File: src/rtl/stream_serializer_if.sv
// Valid/ready stream bundle shared by both sides of stream_serializer.
// The last sideband exists only when STREAM_SERIALIZER_LAST_EN is defined.
interface stream_serializer_if #(
  parameter int W = 8
);
  logic [W-1:0] data;
  logic         valid;
  logic         ready;
`ifdef STREAM_SERIALIZER_LAST_EN
  logic         last;

  modport master (output data, output valid, output last, input ready);
`else
  modport master (output data, output valid, input ready);
`endif
  // Word-side consumers never look at last, so the slave view omits it.
  modport slave  (input data, input valid, output ready);
endinterface

File: src/rtl/stream_serializer.sv
// Width down-converter: each DIN_WIDTH word leaves as RATIO DOUT_WIDTH slices, LSB first.
// Optional feature macro: STREAM_SERIALIZER_LAST_EN adds the last-slice flag on m_out.
//
// state  | meaning
// S_IDLE | no slice held, din_ready high
// S_BUSY | r_sr[DOUT_WIDTH-1:0] is a valid slice, r_cnt is its index
module stream_serializer #(
  parameter int DIN_WIDTH  = 32,
  parameter int DOUT_WIDTH = 8
) (
  input  logic                 i_clk,
  input  logic                 i_rst,
  stream_serializer_if.slave   s_in,
  stream_serializer_if.master  m_out
);

  localparam int RATIO = DIN_WIDTH / DOUT_WIDTH;
  localparam int CNT_W = (RATIO > 1) ? $clog2(RATIO) : 1;
  localparam logic [CNT_W-1:0] LAST_CNT = CNT_W'(RATIO - 1);

  typedef enum logic {
    S_IDLE = 1'b0,
    S_BUSY = 1'b1
  } state_t;

  state_t               r_state;
  state_t               w_state_nxt;
  logic [DIN_WIDTH-1:0] r_sr;
  logic [DIN_WIDTH-1:0] w_sr_nxt;
  logic [CNT_W-1:0]     r_cnt;
  logic [CNT_W-1:0]     w_cnt_nxt;

  logic w_busy;
  logic w_cnt_last;
  logic w_din_ready;
  logic w_in_xfer;
  logic w_out_xfer;

  assign w_busy     = (r_state == S_BUSY);
  assign w_cnt_last = (r_cnt == LAST_CNT);

  // Ready depends only on own state and downstream ready, never on s_in.valid.
  assign w_din_ready = ~i_rst & (~w_busy | (m_out.ready & w_cnt_last));
  assign w_in_xfer   = s_in.valid & w_din_ready;
  assign w_out_xfer  = w_busy & m_out.ready;

  always_ff @(posedge i_clk) begin
    if (i_rst) begin
      r_state <= S_IDLE;
      r_sr    <= '0;
      r_cnt   <= '0;
    end else begin
      r_state <= w_state_nxt;
      r_sr    <= w_sr_nxt;
      r_cnt   <= w_cnt_nxt;
    end
  end

  always_comb begin
    w_state_nxt = r_state;
    w_sr_nxt    = r_sr;
    w_cnt_nxt   = r_cnt;
    if (w_in_xfer) begin
      // Covers the back-to-back case: last slice leaves while the next word loads.
      w_state_nxt = S_BUSY;
      w_sr_nxt    = s_in.data;
      w_cnt_nxt   = '0;
    end else if (w_out_xfer) begin
      if (w_cnt_last) begin
        w_state_nxt = S_IDLE;
        w_cnt_nxt   = '0;
      end else begin
        w_sr_nxt  = r_sr >> DOUT_WIDTH;
        w_cnt_nxt = r_cnt + CNT_W'(1);
      end
    end
  end

  assign s_in.ready  = w_din_ready;
  assign m_out.data  = r_sr[DOUT_WIDTH-1:0];
  assign m_out.valid = w_busy;

`ifdef STREAM_SERIALIZER_LAST_EN
  assign m_out.last  = w_busy & w_cnt_last;
`endif

endmodule

File: src/flat_wrapper.sv
// flat-port wrapper written by rule: the top's interface ports become plain ports
module stream_serializer_flat 
#(
  parameter int DIN_WIDTH  = 32,
  parameter int DOUT_WIDTH = 8
)
  (i_clk, i_rst, s_in_data, s_in_valid, s_in_ready, m_out_data, m_out_valid, m_out_ready);
  stream_serializer_if #(.W((32))) s_in_i ();
  stream_serializer_if #(.W((8))) m_out_i ();
  input  logic i_clk;
  input  logic i_rst;
  input wire logic [$bits(s_in_i.data)-1:0] s_in_data;
  input wire logic [$bits(s_in_i.valid)-1:0] s_in_valid;
  output wire logic [$bits(s_in_i.ready)-1:0] s_in_ready;
  output wire logic [$bits(m_out_i.data)-1:0] m_out_data;
  output wire logic [$bits(m_out_i.valid)-1:0] m_out_valid;
  input wire logic [$bits(m_out_i.ready)-1:0] m_out_ready;
  assign s_in_i.data = s_in_data;
  assign s_in_i.valid = s_in_valid;
  assign s_in_ready = s_in_i.ready;
  assign m_out_data = m_out_i.data;
  assign m_out_valid = m_out_i.valid;
  assign m_out_i.ready = m_out_ready;
  stream_serializer #(.DIN_WIDTH(DIN_WIDTH), .DOUT_WIDTH(DOUT_WIDTH)) u_core (.i_clk(i_clk), .i_rst(i_rst), .s_in(s_in_i), .m_out(m_out_i));
endmodule
File: config.mk
export PLATFORM = sky130hd
export DESIGN_NAME = stream_serializer_flat
export DESIGN_NICKNAME = d
export VERILOG_FILES = /design/src/rtl/stream_serializer_if.sv /design/src/rtl/stream_serializer.sv /design/src/flat_wrapper.sv
export SDC_FILE = /design/constraint.sdc
export NUM_CORES = 1
export LEC_CHECK = 0
export BUFFER_PORTS_ARGS = -buffer_cell sky130_fd_sc_hd__buf_2
export CAP_MARGIN = 20
export CORE_ASPECT_RATIO = 0.7
export CORE_MARGIN = 8
export CORE_UTILIZATION = 50
export DETAILED_ROUTE_END_ITERATION = 6
export PLACE_DENSITY = 0.88
export SETUP_SLACK_MARGIN = 0.2
export SLEW_MARGIN = 20
export SYNTH_ARGS = -nofsm -noshare
export SYNTH_HDL_FRONTEND = slang
export SYNTH_SLANG_ARGS = --single-unit
File: constraint.sdc
create_clock -name i_clk -period 1.9 [get_ports i_clk]
set_input_delay 0.095 -clock i_clk [delete_from_list [all_inputs] [get_ports i_clk]]
set_output_delay 0.095 -clock i_clk [all_outputs]
set_load 0.05 [all_outputs]
==> results of run 1 <==
-- through the flow --
stage / utilization [%] / instances / hold slack (ns) / power, uW / instance area [um2]
2_1_floorplan: - / 204 / 0.202 / 1050 / 1780
3_3_place_gp: 55.5 / 276 / 0.360 / 1100 / 1920
3_5_place_dp: 55.5 / 276 / 0.358 / 1100 / 1920
4_1_cts: 58.9 / 284 / 0.0423 / 1800 / 2040
5_1_grt: 59.4 / 284 / 0.0541 / 1870 / 2060
6_report: 59.4 / 284 / 0.0549 / 1790 / 2060
-- state kept, by name, summed over array words and instances (netlist names) --
register	flops
u_core.m_out.valid	1
u_core.r_cnt	2
u_core.r_sr	32
-- area by class of cell --
cell class / count / area (um2)
sequential: 35 / 701
tap: 50 / 62.6
multi-input combinational: 140 / 881
clock inverter: 2 / 35.0
fill: 344 / 1410
timing repair buffer: 51 / 299
clock buffer: 6 / 82.6
-- placed cells by master, fill, tap and decap left out, types with 2 or more instances in the layout --
cell	count
nor3_1	24
buf_2	45
a311oi_2	11
nand2_1	50
dfxtp_1	35
buf_12	2
nand3_1	9
a21oi_1	9
clkbuf_8	6
o211ai_1	8
nor2b_1	2
buf_4	3
nor2_1	3
a311oi_1	13
-- repair_timing --
item,in CTS,in global routing
setup endpoints to repair,0,24
resized for setup,0,4
buffers inserted,0,0
-- worst reg2reg max path: stages (launching register included) --
cell	delay, ns
dfxtp_1	0.34
ha_1	0.29
and3b_1	0.25
buf_6	0.20
nand2_1	0.09
a311oi_1	0.28
-- kinds of logic (layout without fill, tap and decap cells) --
group / count (synthesis) / count (layout)
buf+inv: 29 / 59
flops: 35 / 35
simple gates: 94 / 94
compound gates: 45 / 45
fa+ha+maj: 1 / 1
-- report_power, final --
| group | internal (uW) | total, uW | switching (uW) |
|---|---|---|---|
| clock | 424 | 698 | 273 |
| combinational | 107 | 292 | 185 |
| sequential | 778 | 803 | 24.7 |
| total | 1310 | 1790 | 483 |
-- worst max-delay path by stage --
stage,end,slack (ns)
after global routing,u_core.r_sr[13],0.23
final,u_core.r_sr[7],0.36
after CTS,u_core.r_sr[23],0.20
after global placement,u_core.r_sr[4],0.35
after floorplan,s_in_ready,0.23
after detailed placement,u_core.r_sr[7],0.22
-- metal layers --
layer / routed length, um / share of wire (%)
met5: 0 / 0
met1: 1940 / 45
met2: 1900 / 44
met4: 74 / 1.7
met3: 390 / 9.1
==> impl_metrics.py, run 1 <==
metrics = {
    "outcome": {
        "status": "finished, final reports clean",
    },
    "yosys": {
        "synth_top_family_by_area": "simple AND/OR/NAND/NOR gates",
        "syn_area_per_cell_um2": 8.72,
        "synth_cells": 204,
        "yosys.area_share.simple_pct": 24.0,
        "yosys_warnings": 0,
        "synth-seq-area-share_pct": 39.4,
        "yosysTopAreaCell": "dfxtp_1",
        "synthTopCellsByCount": "nand2_1 (50), dfxtp_1 (35), nor3_1 (24), a311oi_1 (13), buf_4 (13)",
        "synthArstFlopShare_pct": 0,
        "yosys.area.top_type_share_pct": 39.4,
        "ys_top_cells_by_area": "dfxtp_1 (39%), nand2_1 (11%), a311oi_2 (9.3%)",
        "synth_compound_area_share_pct": 24.0,
        "synth-seq-cells": 35,
        "ys.flop_type": "dfxtp_1",
        "synth-adder-area-share_pct": 0.704,
        "synth_mux_area_share_pct": 0,
        "synth_edf_count": 0,
        "synth_cell_types": 25,
        "yosysMostFrequentCell": "nand2_1",
        "syn_nets": 241,
        "synthesis.area_mm2": 0.00178,
        "synthXorXnorAreaFrac_pct": 0,
    },
    "die": {
        "core_area_mm2": 0.00347,
        "start_util_pct": 51.3,
        "io_pins": 46,
        "die_w_um": 87.3,
        "die_area_mm2": 0.00575,
        "dieHeight_um": 65.9,
        "std_cell_rows": 18,
    },
    "clock_network": {
        "cts_tree": "done",
        "worstSkewPairLatency_ns": 0.29,
        "hold_buffers": 0,
        "cts_sinks": 35,
        "cts-root-buf": "clkbuf_8",
        "path_clk_slew_ns": 0.07,
        "cts.path.max_buffers": 2,
        "numCtsBuffers": 5,
        "htreeDepth": 2,
    },
    "final_layout": {
        "antennaDiodeCount": 0,
        "areaGrowthSynthToFinish_pct": 15.9,
        "drive_gt1_share_pct": 31.6,
        "nets": 270,
    },
    "setup_path": {
        "r2r-end": "u_core.r_sr[7]",
        "critPathBufInv": 1,
        "worst_r2r_startpoint": "u_core.r_cnt[0]",
        "critPathTopFamily": "flip-flops",
        "crit_path_start": "u_core.r_cnt[0]",
        "reg2regPathDepth": 5,
        "reg2reg_slack_ns": 0.36,
        "cp_slowest_cell": "dfxtp_1",
        "cp_num_cells": 5,
        "arrival_ns": 1.74,
        "path_class": "reg2reg",
        "critical_path_required_ns": 2.10,
        "cp_max_fo": 24,
        "max_stage_delay_ns": 0.34,
        "cp-start-kind": "register",
        "cp-end-kind": "register",
        "worstPathCellList": "ha_1 -> and3b_1 -> buf_6 -> nand2_1 -> a311oi_1",
    },
    "global_route": {
        "grt_overflow": 0,
        "met3_usage_pct": 5.96,
        "busiest_layer": "met2",
        "antenna_found_initial": 0,
        "grt_max_degree": 33,
        "grt_pass1_wl_mm": 6.98,
        "grt_usage_pct": 15.6,
        "grt_pass1_vias": 1499,
        "grt_util_met1_pct": 19.1,
        "grt_use_met2_pct": 23.4,
    },
    "placed_design": {
        "dp_slack_ns": 0.221,
        "port_buffers": 45,
        "gp_congestion": 0.774,
        "dp_hpwl_mm": 2.88,
    },
    "power": {
        "powerDensity_mw_per_mm2": 870,
        "ir_drop_uv": 601,
        "power_leakage_uw": 0.000757,
    },
    "drt": {
        "drc_errors": 0,
        "first_iter_violations": 138,
        "wl_per_cell_um": 15.2,
        "avgViaCountPerCell": 5.55,
        "vias": 1577,
        "drtPass1Iterations": 4,
        "drt-total-wl_mm": 4.31,
        "postRouteAntennaNets": 0,
    },
    "job": {
        "cap_viol_max_count": 0,
    },
    "sta": {
        "finalSetupTns_ns": 0,
        "fin_skew_ns": 0.00580,
        "period_share_pct": 81.1,
        "tightest_slew_ns": 0.326,
        "setup_viol_count_final": 0,
        "setup_slack_ns": 0.360,
        "rsz0062_at_grt": "false",
        "finalHoldViolCount": 0,
        "fin_crit_ns": 1.54,
        "slew-limit-headroom_pct": 78.2,
        "max_freq_mhz": 649,
        "slew_viol_final": 0,
    },
    "min_path": {
        "hold_end": "u_core.r_sr[27]",
        "hold_path_depth": 3,
        "hp-class": "in2reg",
        "min_from": "s_in_data[27]",
    },
}
(Power assumes the default switching activity.)
==> run 2, diff against run 1 <==
--- a/config.mk
+++ b/config.mk
@@ -9,9 +9,9 @@
 export CAP_MARGIN = 20
 export CORE_ASPECT_RATIO = 0.7
 export CORE_MARGIN = 8
-export CORE_UTILIZATION = 50
+export CORE_UTILIZATION = 47
 export DETAILED_ROUTE_END_ITERATION = 6
-export PLACE_DENSITY = 0.88
+export PLACE_DENSITY = 0.87
 export SETUP_SLACK_MARGIN = 0.2
 export SLEW_MARGIN = 20
 export SYNTH_ARGS = -nofsm -noshare
==> constraint.sdc (replaced) <==
create_clock -name i_clk -period 1.3 [get_ports i_clk]
set_input_delay 0.065 -clock i_clk [delete_from_list [all_inputs] [get_ports i_clk]]
set_output_delay 0.065 -clock i_clk [all_outputs]
set_load 0.05 [all_outputs]
==> impl_metrics.py, run 2 (synthesis gave the netlist of run 1 again) <==
metrics = {
    "drt": {
        "wl_per_cell_um": 16.1,
        "first_iter_violations": 96,
        "drt-total-wl_mm": 4.73,
        "postRouteAntennaNets": 0,
        "drc_errors": 0,
        "avgViaCountPerCell": 5.56,
        "vias": 1634,
        "drtPass1Iterations": 4,
    },
    "placed_design": {
        "gp_congestion": 0.793,
        "dp_slack_ns": -0.0662,
        "dp_hpwl_mm": 3.02,
        "port_buffers": 45,
        "dp_cells": 282,
    },
    "power": {
        "p_sw_share_pct": 30.6,
        "switchingPower_uw": 763,
        "ir_drop_uv": 719,
        "p_int_uw": 1730,
        "powerDensity_mw_per_mm2": 1100,
        "power_frac_comb_pct": 20.7,
        "seq_power_share_pct": 47.1,
        "power_leakage_uw": 0.000832,
        "power_frac_clock_pct": 32.2,
    },
    "global_route": {
        "grt_max_degree": 34,
        "antenna_found_initial": 0,
        "grt_pass1_wl_mm": 7.18,
        "met3_usage_pct": 6.42,
        "busiest_layer": "met2",
        "grt_use_met2_pct": 23.4,
        "grt_util_met1_pct": 19.3,
        "grt_pass1_vias": 1584,
        "grt_overflow": 0,
        "grt_usage_pct": 15.4,
    },
    "final_layout": {
        "final_core_util_pct": 63.2,
        "regMostFlops": "u_core.r_sr",
        "nets": 280,
        "drive_gt1_share_pct": 40.6,
        "fill_cells": 320,
        "layout_commonest_cell": "nand2_1",
        "stdcell_count": 294,
        "areaGrowthSynthToFinish_pct": 27.3,
        "antennaDiodeCount": 0,
        "final_cell_mix": "nand2_1 (50), buf_2 (44), dfxtp_1 (32)",
        "regArea_um2": 707,
        "multi_input_area_um2": 952,
        "largest_reg_flops": 32,
    },
    "sta": {
        "setup_slack_ns": -0.0516,
        "rsz0062_at_grt": "true",
        "fin_skew_ns": 0.00685,
        "slew-limit-headroom_pct": 69.4,
        "finalHoldViolCount": 0,
        "holdWs_ns": 0.0221,
        "max_freq_mhz": 740,
        "tightest_slew_ns": 0.458,
        "period_share_pct": 104,
        "finalSetupTns_ns": -0.491,
        "setup_viol_count_final": 23,
        "fin_crit_ns": 1.35,
        "slew_viol_final": 0,
    },
    "setup_path": {
        "critPathTopFamily": "flip-flops",
        "critical_path_required_ns": 1.50,
        "cp-start-kind": "register",
        "max_stage_delay_ns": 0.34,
        "worstPathCellList": "ha_4 -> and3b_2 -> buf_12 -> nand2_1 -> a311oi_2",
        "cp-end-kind": "register",
        "cp_slowest_cell": "dfxtp_2",
        "cp_max_fo": 24,
        "arrival_ns": 1.55,
        "path_class": "reg2reg",
        "critPathBufInv": 1,
    },
    "die": {
        "core_area_mm2": 0.00358,
        "start_util_pct": 49.7,
        "std_cell_rows": 18,
        "dieHeight_um": 67.5,
        "die_area_mm2": 0.00604,
        "io_pins": 46,
        "die_w_um": 89.5,
    },
    "clock_network": {
        "cts.path.max_buffers": 2,
        "path_clk_slew_ns": 0.07,
        "cts_tree": "done",
        "cts_sinks": 35,
        "worstSkewPairLatency_ns": 0.30,
        "htreeDepth": 2,
        "cts-root-buf": "clkbuf_8",
        "numCtsBuffers": 5,
    },
    "job": {
        "cap_viol_max_count": 0,
    },
    "outcome": {
        "status": "complete, but fails checks",
        "violations": "setup timing",
    },
    "min_path": {
        "hp-class": "in2reg",
    },
}
-- run 2: cell types whose count changed in the layout (fill, tap and decap cells not counted), sizes merged --
cell,previous run,this run
buf,51,59
bufinv,1,0
clkbuf,6,7
dlygate4sd3,0,1
inv,0,1
-- run 2: layer usage --
metal,share of wire (%),vias to the layer above
met2,43,54
li1,-,811
met5,0,-
met4,1.4,0
met3,7.1,7
met1,49,762
-- run 2: final cells by class --
class                   instances  area share (%)
flip-flops and latches         35            31.2
multi-input cells             140            42.1
clock buffers                   6            3.21
well taps                      50            2.76
clock inverters                 2           0.498
repair buffers                 61            20.2
-- run 2: metrics by stage --
stage	instance area (um2)	total power [uW]
final	2260	2490
after global routing	2260	2600
after CTS	2170	2460
after detailed placement	2040	1650
after global placement	2040	1640
after floorplan	1820	1540
-- run 2: path summary, 6_finish.rpt --
| path | start | endpoint | slack, ns | depth (start not counted) |
|---|---|---|---|---|
| worst max-delay path | u_core.r_cnt[1] | u_core.r_sr[19] | -0.05 | 5 |
| worst min register to register | u_core.r_sr[5] | u_core.r_sr[5] | 0.49 | 2 |
| worst max register to register | u_core.r_cnt[1] | u_core.r_sr[19] | -0.05 | 5 |
| worst min-delay path | i_rst | u_core.r_cnt[0] | 0.02 | 2 |
-- run 2: repair_timing --
| item | 4_1_cts | 5_1_grt |
|---|---|---|
| resized for setup | 9 | 11 |
| endpoints found under the hold margin | 1 | 0 |
| endpoints found under the setup margin | 35 | 35 |
| hold buffers | 1 | 0 |
| gates cloned | 0 | 2 |
| setup buffers | 1 | 0 |
| pin swaps | 9 | 3 |
-- run 2: worst register-to-register path, stage by stage (launching register included) --
cell	delay [ns]
dfxtp_2	0.34
ha_4	0.18
and3b_2	0.25
buf_12	0.16
nand2_1	0.08
a311oi_2	0.25
-- run 2: power groups by stage --
stage / registers (uW) / logic [uW] / clock network [uW]
CTS: 1170 / 475 / 812
detailed placement: 1200 / 456 / 0
finish: 1170 / 515 / 802
global route: 1180 / 547 / 867
floorplan: 1200 / 344 / 0
global placement: 1200 / 445 / 0
==> run 3, diff against run 2 <==
--- a/config.mk
+++ b/config.mk
@@ -12,6 +12,7 @@
 export CORE_UTILIZATION = 47
 export DETAILED_ROUTE_END_ITERATION = 6
 export PLACE_DENSITY = 0.87
+export RECOVER_POWER = 100
 export SETUP_SLACK_MARGIN = 0.2
 export SLEW_MARGIN = 20
 export SYNTH_ARGS = -nofsm -noshare
==> impl_metrics.py, run 3 (synthesis gave the netlist of run 1 again) <==
metrics = {
    "final_layout": {
        "areaGrowthSynthToFinish_pct": 27.3,
        "final_cell_mix": "nand2_1 (50), buf_2 (35), dfxtp_1 (32)",
        "fill_cells": 320,
        "regMostFlops": "u_core.r_sr",
        "nets": 280,
        "antennaDiodeCount": 0,
        "drive_gt1_share_pct": 40.6,
        "layout_commonest_cell": "nand2_1",
        "largest_reg_flops": 32,
    },
    "placed_design": {
        "dp_hpwl_mm": 3.02,
        "gp_congestion": 0.793,
        "port_buffers": 45,
    },
    "die": {
        "dieHeight_um": 67.5,
        "die_area_mm2": 0.00604,
        "io_pins": 46,
        "start_util_pct": 49.7,
        "std_cell_rows": 18,
        "core_area_mm2": 0.00358,
        "die_w_um": 89.5,
    },
    "clock_network": {
        "htreeDepth": 2,
        "cts.path.max_buffers": 2,
        "worstSkewPairLatency_ns": 0.29,
        "path_clk_slew_ns": 0.07,
        "numCtsBuffers": 5,
        "cts_tree": "done",
        "cts-root-buf": "clkbuf_8",
        "cts_sinks": 35,
    },
    "sta": {
        "fin_skew_ns": 0.00527,
        "finalHoldViolCount": 0,
        "finalSetupTns_ns": -0.467,
        "rsz0062_at_grt": "true",
        "slew_viol_final": 0,
        "holdWs_ns": 0.0190,
        "slew-limit-headroom_pct": 70.0,
        "period_share_pct": 104,
        "setup_viol_count_final": 20,
        "fin_crit_ns": 1.35,
        "setup_slack_ns": -0.0482,
        "tightest_slew_ns": 0.450,
        "max_freq_mhz": 742,
    },
    "setup_path": {
        "arrival_ns": 1.55,
        "cp-end-kind": "register",
        "path_class": "reg2reg",
        "worstPathCellList": "ha_4 -> and3b_2 -> buf_12 -> nand2_1 -> a311oi_2",
        "cp_max_fo": 24,
        "critical_path_required_ns": 1.51,
        "cp_slowest_cell": "dfxtp_2",
        "max_stage_delay_ns": 0.34,
        "reg2reg_slack_ns": -0.05,
        "cp-start-kind": "register",
    },
    "power": {
        "power_frac_comb_pct": 20.6,
        "fin_total_pwr_uw": 2490,
        "ir_drop_uv": 719,
        "seq_power_share_pct": 47.3,
        "power_leakage_uw": 0.000827,
        "switchingPower_uw": 759,
        "p_sw_share_pct": 30.5,
        "power_frac_clock_pct": 32.2,
        "p_int_uw": 1730,
        "powerDensity_mw_per_mm2": 1100,
    },
    "outcome": {
        "violations": "setup timing",
        "status": "complete, but fails checks",
    },
    "drt": {
        "wl_per_cell_um": 15.9,
        "vias": 1617,
        "avgViaCountPerCell": 5.50,
        "drt-total-wl_mm": 4.67,
        "drtPass1Iterations": 4,
        "first_iter_violations": 95,
        "postRouteAntennaNets": 0,
        "drc_errors": 0,
    },
    "global_route": {
        "antenna_found_initial": 0,
        "grt_pass1_wl_mm": 7.18,
        "grt_max_degree": 34,
        "grt_overflow": 0,
        "grt_usage_pct": 15.4,
        "grt_pass1_vias": 1584,
    },
    "min_path": {
        "hp-class": "in2reg",
    },
    "job": {
        "cap_viol_max_count": 0,
    },
}
[run 3: cell count changes in the layout (fill, tap and decap cells not counted)]
cell	previous run	this run
o21ai_0	0	1
o21ai_1	1	0
clkbuf_2	0	9
buf_2	44	35
[run 3: critical path, delay by kind of cell (launching register included)]
| family | cells | cell delay (ns) |
|---|---|---|
| flops | 1 | 0.34 |
| fa+ha+maj | 1 | 0.18 |
| buf+inv | 1 | 0.16 |
| simple gates | 2 | 0.34 |
| compound gates | 1 | 0.24 |
[run 3: final cells by class]
type | count | area, um2 | share of cell area, %
clock buffers | 6 | 72.6 | 3.21
clock inverters | 2 | 11.3 | 0.498
multi-input cells | 140 | 952 | 42.1
flip-flops and latches | 35 | 707 | 31.2
well taps | 50 | 62.6 | 2.76
repair buffers | 61 | 458 | 20.2
[run 3: worst paths after layout]
check                    endpoint             from  cells past startpoint
setup / recovery  u_core.r_sr[17]  u_core.r_cnt[1]                      5
hold / removal    u_core.r_cnt[0]            i_rst                      2
setup reg to reg  u_core.r_sr[17]  u_core.r_cnt[1]                      5
hold reg to reg    u_core.r_sr[5]   u_core.r_sr[5]                      2
[run 3: stage by stage]
stage	setup WS [ns]	util (%)	area, um2	instances
after global routing	-0.0952	63.2	2260	294
after floorplan	0.0200	-	1820	204
after global placement	-0.00161	57.0	2040	282
after CTS	-0.0415	60.7	2170	292
after detailed placement	-0.0662	57.0	2040	282
final	-0.0482	63.2	2260	294
[run 3: timing repair]
| item | in CTS | in global routing |
|---|---|---|
| endpoints found under the setup margin | 35 | 35 |
| endpoints found under the hold margin | 1 | 0 |
| pin swaps | 9 | 3 |
| buffers inserted | 1 | 0 |
| resized for setup | 9 | 11 |
| hold buffers | 1 | 0 |
| gates cloned | 0 | 2 |
[run 3: power groups by stage]
stage	Clock, uW	Sequential (uW)	Combinational, uW
global placement	0	1200	445
CTS	812	1170	475
finish	800	1180	512
floorplan	0	1200	344
detailed placement	0	1200	456
global route	867	1180	546
[run 3: layer usage]
layer  wire (um)  share of wire [%]  up-vias  GRT usage [%]
li1            -                  -      807              -
met1        2220                 48      748           19.3
met2        2000                 43       55           23.4
met3         383                8.2        7           6.42
met4          67                1.4        0           5.36
met5           0                  0        -              0
